`src/rtl/vga_timing_pkg.sv`:
```
// Shared VGA timing constants (640x480@60 defaults) and the per-axis phase type,
// used by the sync generator and the colour-pattern generators.
package vga_timing_pkg;

    localparam int unsigned H_VID  = 640;
    localparam int unsigned H_FP   = 16;
    localparam int unsigned H_SYNC = 96;
    localparam int unsigned H_BP   = 48;
    localparam int unsigned H_TOT  = H_VID + H_FP + H_SYNC + H_BP;

    localparam int unsigned V_VID  = 480;
    localparam int unsigned V_FP   = 10;
    localparam int unsigned V_SYNC = 2;
    localparam int unsigned V_BP   = 33;
    localparam int unsigned V_TOT  = V_VID + V_FP + V_SYNC + V_BP;

    typedef enum logic [1:0] {
        PH_VIDEO,
        PH_FRONT,
        PH_SYNC,
        PH_BACK
    } phase_e;

    function automatic int unsigned axis_total(input int unsigned vid, input int unsigned fp,
                                               input int unsigned sync, input int unsigned bp);
        return vid + fp + sync + bp;
    endfunction

endpackage

```
`src/rtl/vga_sync_gen_if.sv`:
```
// Timing bundle produced by vga_sync_gen: pixel position plus sync, window and marker flags.
interface vga_sync_gen_if;

    logic [9:0] horizontal_num;
    logic [9:0] vertical_num;
    logic       hsync;
    logic       vsync;
    logic       video_on;
    logic       line_start;
    logic       frame_start;

    modport master (
        output horizontal_num, vertical_num, hsync, vsync,
               video_on, line_start, frame_start
    );

    modport slave (
        input  horizontal_num, vertical_num, hsync, vsync,
               video_on, line_start, frame_start
    );

endinterface

```
`src/rtl/vga_axis_counter.sv`:
```
// One timing axis: a wrapping position counter with a VIDEO/FRONT/SYNC/BACK phase FSM.
// Flags are registered from the next count, so they always match the count output.
module vga_axis_counter
    import vga_timing_pkg::*;
#(
    parameter int unsigned VID  = H_VID,
    parameter int unsigned FP   = H_FP,
    parameter int unsigned SYNC = H_SYNC,
    parameter int unsigned BP   = H_BP
) (
    input  logic       clk_25,
    input  logic       rst,
    input  logic       adv,
    output logic [9:0] count,
    output phase_e     phase,
    output logic       wrap,
    output logic       sync_n,
    output logic       active,
    output logic       at_zero
);

    localparam int unsigned TOT = axis_total(VID, FP, SYNC, BP);

    localparam logic [9:0] LAST       = 10'(TOT - 1);
    localparam logic [9:0] FP_START   = 10'(VID);
    localparam logic [9:0] SYNC_START = 10'(VID + FP);
    localparam logic [9:0] BP_START   = 10'(VID + FP + SYNC);

    if (VID < 1 || FP < 1 || SYNC < 1 || BP < 1 || TOT > 1024) begin : g_bad_params
        $error("vga_axis_counter: every timing parameter must be >=1 and the total <=1024");
    end

    logic [9:0] count_next;
    phase_e     phase_next;

    // NOTE: every output of a combinational block gets a default first, so no path
    // leaves it unassigned and no latch is inferred.
    always_comb begin
        wrap       = adv && (count == LAST);
        count_next = count;
        phase_next = phase;
        if (adv) begin
            count_next = wrap ? 10'd0 : count + 10'd1;
            if (count_next == FP_START) begin
                phase_next = PH_FRONT;
            end else if (count_next == SYNC_START) begin
                phase_next = PH_SYNC;
            end else if (count_next == BP_START) begin
                phase_next = PH_BACK;
            end else if (count_next == 10'd0) begin
                phase_next = PH_VIDEO;
            end
        end
    end

    // Reset parks the axis on its last blanking position, inside the back porch.
    // NOTE: sequential state uses non-blocking assignments so every flop samples
    // pre-edge values regardless of statement order.
    always_ff @(posedge clk_25) begin
        if (rst) begin
            count   <= LAST;
            phase   <= PH_BACK;
            sync_n  <= 1'b1;
            active  <= 1'b0;
            at_zero <= 1'b0;
        end else begin
            count   <= count_next;
            phase   <= phase_next;
            sync_n  <= (phase_next != PH_SYNC);
            active  <= (phase_next == PH_VIDEO);
            at_zero <= (count_next == 10'd0);
        end
    end

    a_count_in_range : assert property (@(posedge clk_25) disable iff (rst)
        int'(count) < int'(TOT))
        else $error("vga_axis_counter: count reached the axis total");

endmodule

```
`src/rtl/vga_sync_gen.sv`:
```
// VGA sync generator: a free-running horizontal axis whose wrap advances the vertical axis.
// Counters and flags come straight from the axis registers, so they share the same cycle.
module vga_sync_gen
    import vga_timing_pkg::*;
#(
    parameter int unsigned HVID  = H_VID,
    parameter int unsigned HFP   = H_FP,
    parameter int unsigned HSYNC = H_SYNC,
    parameter int unsigned HBP   = H_BP,
    parameter int unsigned VVID  = V_VID,
    parameter int unsigned VFP   = V_FP,
    parameter int unsigned VSYNC = V_SYNC,
    parameter int unsigned VBP   = V_BP
) (
    input  logic           clk_25,
    input  logic           rst,
    vga_sync_gen_if.master vga
);

    logic [9:0] h_count, v_count;
    phase_e     h_phase, v_phase;
    logic       h_wrap, v_wrap;
    logic       h_sync_n, v_sync_n;
    logic       h_active, v_active;
    logic       h_at_zero, v_at_zero;

    vga_axis_counter #(
        .VID (HVID),
        .FP  (HFP),
        .SYNC(HSYNC),
        .BP  (HBP)
    ) u_h_axis (
        .clk_25 (clk_25),
        .rst    (rst),
        .adv    (1'b1),
        .count  (h_count),
        .phase  (h_phase),
        .wrap   (h_wrap),
        .sync_n (h_sync_n),
        .active (h_active),
        .at_zero(h_at_zero)
    );

    // Lines advance on the horizontal wrap, so vsync only ever moves at column 0.
    vga_axis_counter #(
        .VID (VVID),
        .FP  (VFP),
        .SYNC(VSYNC),
        .BP  (VBP)
    ) u_v_axis (
        .clk_25 (clk_25),
        .rst    (rst),
        .adv    (h_wrap),
        .count  (v_count),
        .phase  (v_phase),
        .wrap   (v_wrap),
        .sync_n (v_sync_n),
        .active (v_active),
        .at_zero(v_at_zero)
    );

    assign vga.horizontal_num = h_count;
    assign vga.vertical_num   = v_count;
    assign vga.hsync          = h_sync_n;
    assign vga.vsync          = v_sync_n;
    assign vga.video_on       = h_active && v_active;
    assign vga.line_start     = h_at_zero;
    assign vga.frame_start    = h_at_zero && v_at_zero;

    // Phases and the frame wrap are available for debug but not exported.
    logic unused_axis_state;
    assign unused_axis_state = ^{h_phase, v_phase, v_wrap};

endmodule
```
`src/flat_wrapper.sv`:
```
// flat-port wrapper written by rule: the top's interface ports become plain ports
module vga_sync_gen_flat import vga_timing_pkg::*;
#(
    parameter int unsigned HVID  = H_VID,
    parameter int unsigned HFP   = H_FP,
    parameter int unsigned HSYNC = H_SYNC,
    parameter int unsigned HBP   = H_BP,
    parameter int unsigned VVID  = V_VID,
    parameter int unsigned VFP   = V_FP,
    parameter int unsigned VSYNC = V_SYNC,
    parameter int unsigned VBP   = V_BP
)
  (clk_25, rst, vga_horizontal_num, vga_vertical_num, vga_hsync, vga_vsync, vga_video_on, vga_line_start, vga_frame_start);
  vga_sync_gen_if vga_i ();
  input  logic clk_25;
  input  logic rst;
  output wire logic [$bits(vga_i.horizontal_num)-1:0] vga_horizontal_num;
  output wire logic [$bits(vga_i.vertical_num)-1:0] vga_vertical_num;
  output wire logic [$bits(vga_i.hsync)-1:0] vga_hsync;
  output wire logic [$bits(vga_i.vsync)-1:0] vga_vsync;
  output wire logic [$bits(vga_i.video_on)-1:0] vga_video_on;
  output wire logic [$bits(vga_i.line_start)-1:0] vga_line_start;
  output wire logic [$bits(vga_i.frame_start)-1:0] vga_frame_start;
  assign vga_horizontal_num = vga_i.horizontal_num;
  assign vga_vertical_num = vga_i.vertical_num;
  assign vga_hsync = vga_i.hsync;
  assign vga_vsync = vga_i.vsync;
  assign vga_video_on = vga_i.video_on;
  assign vga_line_start = vga_i.line_start;
  assign vga_frame_start = vga_i.frame_start;
  vga_sync_gen #(.HVID(HVID), .HFP(HFP), .HSYNC(HSYNC), .HBP(HBP), .VVID(VVID), .VFP(VFP), .VSYNC(VSYNC), .VBP(VBP)) u_core (.clk_25(clk_25), .rst(rst), .vga(vga_i));
endmodule
```
`config.mk`:
```
export PLATFORM = sky130hd
export DESIGN_NAME = vga_sync_gen_flat
export DESIGN_NICKNAME = d
export VERILOG_FILES = /design/src/rtl/vga_timing_pkg.sv /design/src/rtl/vga_sync_gen_if.sv /design/src/rtl/vga_axis_counter.sv /design/src/rtl/vga_sync_gen.sv /design/src/flat_wrapper.sv
export SDC_FILE = /design/constraint.sdc
export NUM_CORES = 1
export LEC_CHECK = 0
export BUFFER_PORTS_ARGS = -buffer_cell sky130_fd_sc_hd__buf_2
export CORE_AREA = 2 2 85 87
export CTS_BUF_LIST = sky130_fd_sc_hd__clkbuf_16
export DETAILED_ROUTE_END_ITERATION = 16
export DIE_AREA = 0 0 87 89
export GPL_TIMING_DRIVEN = 0
export HOLD_SLACK_MARGIN = 0.08
export SETUP_SLACK_MARGIN = 0.3
export SYNTH_ARGS = -nofsm -noshare
export SYNTH_HDL_FRONTEND = slang
export SYNTH_HIERARCHICAL = 1
export SYNTH_SLANG_ARGS = --single-unit
```
`constraint.sdc`:
```
create_clock -name clk_25 -period 3.8 [get_ports clk_25]
set_input_delay 0.76 -clock clk_25 [delete_from_list [all_inputs] [get_ports clk_25]]
set_output_delay 0.76 -clock clk_25 [all_outputs]
set_load 0.1 [all_outputs]
```
Yosys cells after proc, flatten, opt, wreduce, memory -nomap -nowiden --
Cells that the tools add are included.
Storage, ports and cells: bits in registers 30, input port bits 2, output and inout port bits 25, logic and storage cells 42
Cells by class: add/sub/neg operators 2, equal/unequal tests 10, muxes and demuxes 12, reductions and logical operators 8
Operators by type and width (number):
- $eq 10x10->1 const B | 5
- $eq 10x9->1 const B | 3
- $logic_not 10->1 | 3
- $mux 10 | 3
- $add 10x1->10 const B | 2
- $mux 2 | 9
- $logic_not 2->1 | 2
- $ne 2x2->1 const B | 2
- $logic_and 1x1->1 | 3

Logic depth before layout (Yosys ltp) --
depth after elaboration 10, gate-level depth with buffers 11, depth with buffers taken out 10

Cells and area by module --
Netlist, hierarchy kept.
By module, submodules not included:
- vga_axis_counter at u_core.u_v_axis | instances 1, cells an instance 152, area each 1179.9 µm², seq. area each 300.3 µm²
- vga_axis_counter at u_core.u_h_axis | instances 1, cells an instance 140, area each 1121.1 µm², seq. area each 300.3 µm²
- vga_sync_gen | instances 1, cells an instance 3, area each 16.3 µm², seq. area each 0.0 µm²

Least setup slack after synthesis --
OpenSTA, ideal clock, no wires.
path kind reg-to-reg, from register u_core.u_h_axis.count[1], to register u_core.u_v_axis.sync_n, setup time 119 ps, arrival time 3323 ps, required time 3681 ps, path slack 359 ps, stages on the path, launching flop included 11, path buffers 1, period minus slack after synthesis 3441 ps, cell sequence dfxtp_1 ha_1 buf_2 and4_1 nand4_1 inv_1 nand2_1 nor4_4 o211ai_2 a221o_1 a2bb2o_2
On the way: longest elaborated chain between the ends 10, elaborated cells on any way between the ends 13, those cells by class 5 x eq/ne; 6 x mux; 2 x reduce/logical
Ends and longest elaborated chain:
- from (decl) | RTL line vga_axis_counter.sv:14 | output logic [9:0] count,
- from (signal assigned) | RTL line vga_axis_counter.sv:67 | count <= count_next;
- $eq 10x10->1 * | RTL line vga_axis_counter.sv:39 | wrap = adv && (count == LAST);
- via u_core.h_wrap | RTL line vga_sync_gen.sv:22 | logic h_wrap, v_wrap;
- $logic_and 1x1->1 * | RTL line vga_axis_counter.sv:39
- via u_core.v_wrap | RTL line vga_sync_gen.sv:22
- $mux 10 * | RTL line vga_axis_counter.sv:43 | count_next = wrap ? 10'd0 : count + 10'd1;
- $logic_not 10->1 | RTL line vga_axis_counter.sv:50 | end else if (count_next == 10'd0) begin
- $mux 2 | RTL line vga_axis_counter.sv:50
- $mux 2 | RTL line vga_axis_counter.sv:48 | end else if (count_next == BP_START) begin
- $mux 2 | RTL line vga_axis_counter.sv:46 | end else if (count_next == SYNC_START) begin
- $mux 2 * | RTL line vga_axis_counter.sv:44 | if (count_next == FP_START) begin
- $mux 2 * | RTL line vga_axis_counter.sv:42 | if (adv) begin
- $ne 2x2->1 * | RTL line vga_axis_counter.sv:69 | sync_n <= (phase_next != PH_SYNC);
- to (signal assigned) | RTL line vga_axis_counter.sv:69
- to (decl) | RTL line vga_axis_counter.sv:17 | output logic sync_n,
Mark *: on every way through the listed nets, which the timed path passes. The rest lies on a longest branch. A chain may end at the register's enable or synchronous reset.

Worst setup path in the final report --
from register u_core.u_h_axis.count[0], to register u_core.u_v_axis.at_zero
On the way: longest elaborated chain between the ends 5
Ends and longest elaborated chain:
- $eq 10x10->1 | RTL line vga_axis_counter.sv:39
- via u_core.h_wrap | RTL line vga_sync_gen.sv:22
- $logic_and 1x1->1 | RTL line vga_axis_counter.sv:39
- via u_core.v_wrap | RTL line vga_sync_gen.sv:22
- $mux 10 | RTL line vga_axis_counter.sv:43
- $mux 10 | RTL line vga_axis_counter.sv:42
- $logic_not 10->1 | RTL line vga_axis_counter.sv:71 | at_zero <= (count_next == 10'd0);
- to (signal assigned) | RTL line vga_axis_counter.sv:71
- to (decl) | RTL line vga_axis_counter.sv:19 | output logic at_zero
The timed path passes the listed nets, and every way through them passes these cells.

==> results.py <==
metrics = {
    "floorplan": {
        "core_um2": 6720,
        "row_count": 30,
        "die_h_um": 89,
        "die_w_um": 87,
        "dieArea_um2": 7740,
        "initial_core_util_pct": 34.5,
        "pin_count": 27,
    },
    "timing": {
        "fmax_mhz": 307,
        "hold_viol": 0,
        "tightest_slew_ns": 0.531,
        "setup_viol": 0,
        "period_minus_slack_ns": 3.25,
        "slew_headroom_pct": 64.4,
        "slew_violations": 0,
        "rsz0062_at_grt": "false",
        "final.setup_skew_ns": 0.00472,
        "period_share_pct": 85.6,
        "finalHoldWorstSlack_ns": 0.490,
        "tns_ns": 0,
    },
    "synthesis": {
        "ys_ff_latch": 30,
        "syn-num-nets": 300,
        "synth-seq-area-share_pct": 25.9,
        "syn_inst": 295,
        "async_flop_share_pct": 0,
        "synth_edf_count": 0,
        "synthDistinctLibCells": 66,
        "syn-cell-area_um2": 2320,
        "yosysWarnings": 6,
        "syn_avg_cell_area_um2": 7.85,
        "synth_flop_cell": "dfxtp_1",
    },
    "clocking": {
        "clockRootBuffer": "clkbuf_16",
        "numClockSinks": 30,
        "cts_setup_buffers": 0,
        "clock_path_buffers": 2,
        "cts_tree": "built",
        "clk-insertion-delay-late_ns": 0.28,
        "cts_buffers": 5,
        "cts_hold_buf": 0,
        "clk_pin_slew_worst_paths_ns": 0.05,
        "cts_max_level": 2,
    },
    "setup_path": {
        "crit_path_max_incr_delay_ns": 0.49,
        "slowest_stage": "dfxtp_1",
        "required_ns": 4.00,
        "start_kind": "flop",
        "crit_type": "flop to flop",
        "worstPathMaxFanout": 10,
        "path_cells": "ha_1, buf_2, and4_1, nand4_1, inv_2, nand2_1, nor4_4, nand2b_1, a32oi_1, or3_1, nor3_2",
        "cp-end-kind": "flop",
        "critPathArrivalTime_ns": 3.45,
    },
    "place": {
        "port_buffers": 26,
        "dp.cells": 401,
        "gp_congestion": 0.860,
        "hpwl_mm": 4.29,
    },
    "min_path": {
        "hold_class": "flop to flop",
    },
    "power": {
        "p_sw_share_pct": 36.4,
        "clockPowerShare_pct": 36.3,
        "power_density_nw_per_um2": 384,
        "ir_drop_mv": 0.145,
        "p_int_w": 0.000655,
        "p_sw_w": 0.000375,
        "seqPwrFrac_pct": 33.8,
        "share_comb_of_total_power_pct": 30.0,
        "leakage_nw": 1.01,
    },
    "finish": {
        "final_nets": 333,
        "layout-drive-gt1-share_pct": 20.7,
        "fillers": 705,
        "final_cells": 409,
        "seq_area_um2": 601,
        "antenna_cells": 0,
        "area_growth_syn_to_layout_pct": 15.8,
        "multiInputGateArea_um2": 1530,
    },
    "detailed_routing": {
        "drt-wirelength-per-cell_um": 14.6,
        "first_pass_iters": 4,
        "ant_nets": 0,
        "vias": 2290,
        "via_per_inst": 5.60,
        "drc_errors": 0,
        "wirelength_mm": 5.96,
        "initialDrtViolationCount": 118,
    },
    "run_status": {
        "run_status": "finished, final reports clean",
    },
    "global_route": {
        "grt_max_degree": 11,
        "antenna_found_initial": 0,
        "grt_pass1_wl_mm": 10.2,
        "grt-ovfl-total": 0,
        "grtUsageTotal_pct": 16.6,
        "grt_pass1_vias": 2106,
    },
    "run": {
        "max_cap_violations": 0,
    },
}
cell families (layout without fill, tap and decap cells):
family | Yosys count | after routing | synth area share, %
flip-flops | 30 | 30 | 25.9
AO/OA/AOI/OAI | 82 | 82 | 26.1
AND/OR/NAND/NOR | 124 | 124 | 31.4
XOR/XNOR | 15 | 15 | 5.67
buffers and inverters | 38 | 72 | 8.15
multiplexers | 2 | 2 | 1.03
adder cells (fa/ha/maj) | 3 | 3 | 1.62
other | 1 | 1 | 0.162
registers in the layout, indices dropped and copies added, names as in the netlist:
register,count
u_core/u_h_axis/count,10
u_core/u_v_axis/count,10
u_core/u_h_axis/phase,2
u_core/u_v_axis/phase,2
u_core/u_h_axis/active,1
u_core/u_h_axis/at_zero,1
u_core/u_h_axis/sync_n,1
u_core/u_v_axis/active,1
u_core/u_v_axis/at_zero,1
u_core/u_v_axis/sync_n,1
placed cells by master (no fill, tap or decap), types with 3 or more instances in the layout:
cell / count
buf_6: 4
o21bai_1: 4
nand2_1: 12
a211oi_1: 3
dfxtp_1: 30
and2_1: 8
and3_1: 8
a31o_2: 3
nor2_1: 29
or2_2: 3
buf_2: 36
o21ai_1: 3
clkinv_1: 4
nand4_1: 8
xnor2_1: 11
a221o_1: 4
a31oi_1: 6
nand3_1: 10
ha_1: 3
a21o_1: 3
o2111ai_1: 3
nand2b_1: 8
clkbuf_1: 10
xor2_1: 4
and4_1: 5
o21ai_0: 11
clkbuf_16: 5
nor3_1: 9
or3_1: 8
a21oi_1: 15
a221oi_1: 3
inv_1: 11
timing repair:
item                                    in CTS  in global routing
endpoints found under the hold margin        0                  0
gates resized for setup                      0                  1
endpoints found under the setup margin       0                  3
critical path: cells and delay by family, from the launching register on:
family,cells,cell delay (ns)
flops,1,0.49
compound gates,1,0.10
simple gates,7,1.91
buf+inv,2,0.46
fa+ha+maj,1,0.19
power groups by stage:
stage	Clock, W	Sequential (W)	Combinational [W]
6_report	0.000374	0.000348	0.000308
5_1_grt	0.000408	0.000350	0.000335
4_1_cts	0.000389	0.000347	0.000305
3_5_place_dp	0	0.000354	0.000303
3_3_place_gp	0	0.000354	0.000303
2_1_floorplan	0	0.000433	0.000170
cell usage after synthesis (3+ instances only):
cell,number,area (um2)
a221o_1,4,40.0
and2_1,8,50.1
clkbuf_1,10,37.5
a211oi_1,3,22.5
and3_1,8,50.1
nand4_1,8,50.1
a21o_1,3,22.5
o21ai_0,11,55.1
nor2_1,29,109
o21ai_1,3,15.0
buf_6,4,45.0
a221oi_1,3,26.3
xnor2_1,11,96.3
buf_2,10,50.1
o2111ai_1,3,26.3
o21bai_1,4,30.0
a21oi_1,15,75.1
ha_1,3,37.5
and4_1,5,43.8
nand3_1,10,50.1
or2_2,3,18.8
nand2b_1,8,50.1
a31o_2,3,26.3
nand2_1,12,45.0
dfxtp_1,30,601
inv_1,12,45.0
nor3_1,9,45.0
or3_1,8,50.1
xor2_1,4,35.0
a31oi_1,6,37.5
routing by layer:
metal | global-route usage, % | vias to the layer above | part of all wire (%) | routed length [um]
met5 | 0 | - | 0 | 0
met4 | 5.82 | 0 | 1.8 | 106
met3 | 4.99 | 10 | 5.8 | 344
met2 | 26.6 | 66 | 47 | 2810
met1 | 21.1 | 1051 | 45 | 2700
li1 | - | 1163 | - | -
path summary, 6_finish.rpt:
check	from	endpoint	slack, ns	cells after the start
max reg2reg	u_core/u_h_axis/count[0]$_SDFF_PP1_	u_core/u_v_axis/at_zero$_SDFF_PP0_	0.55	11
min	u_core/u_h_axis/phase[0]$_SDFF_PP1_	u_core/u_h_axis/phase[0]$_SDFF_PP1_	0.49	2
max	u_core/u_h_axis/count[0]$_SDFF_PP1_	u_core/u_v_axis/at_zero$_SDFF_PP0_	0.55	11
min reg2reg	u_core/u_h_axis/phase[0]$_SDFF_PP1_	u_core/u_h_axis/phase[0]$_SDFF_PP1_	0.49	2
stage by stage:
stage                     setup WS [ns]  util (%)  area, um2  total power, W
after floorplan                   0.359         -       2320        0.000603
after CTS                         0.472      39.9       2680         0.00104
final                             0.548      39.9       2680         0.00103
after global placement            0.483      37.9       2550        0.000657
after global routing              0.311      39.9       2680         0.00109
after detailed placement          0.498      37.9       2550        0.000657
layout make-up:
type                       count  share of cell area [%]
buffer                        25                    5.22
clock buffer                   5                    4.66
clock inverter                 3                   0.420
inverter                      13                    1.82
multi-input combinational    227                    56.9
sequential                    30                    22.4
tap                           80                    3.73
timing repair buffer          26                    4.85
Note: power is estimated with default switching activity, not from simulation.
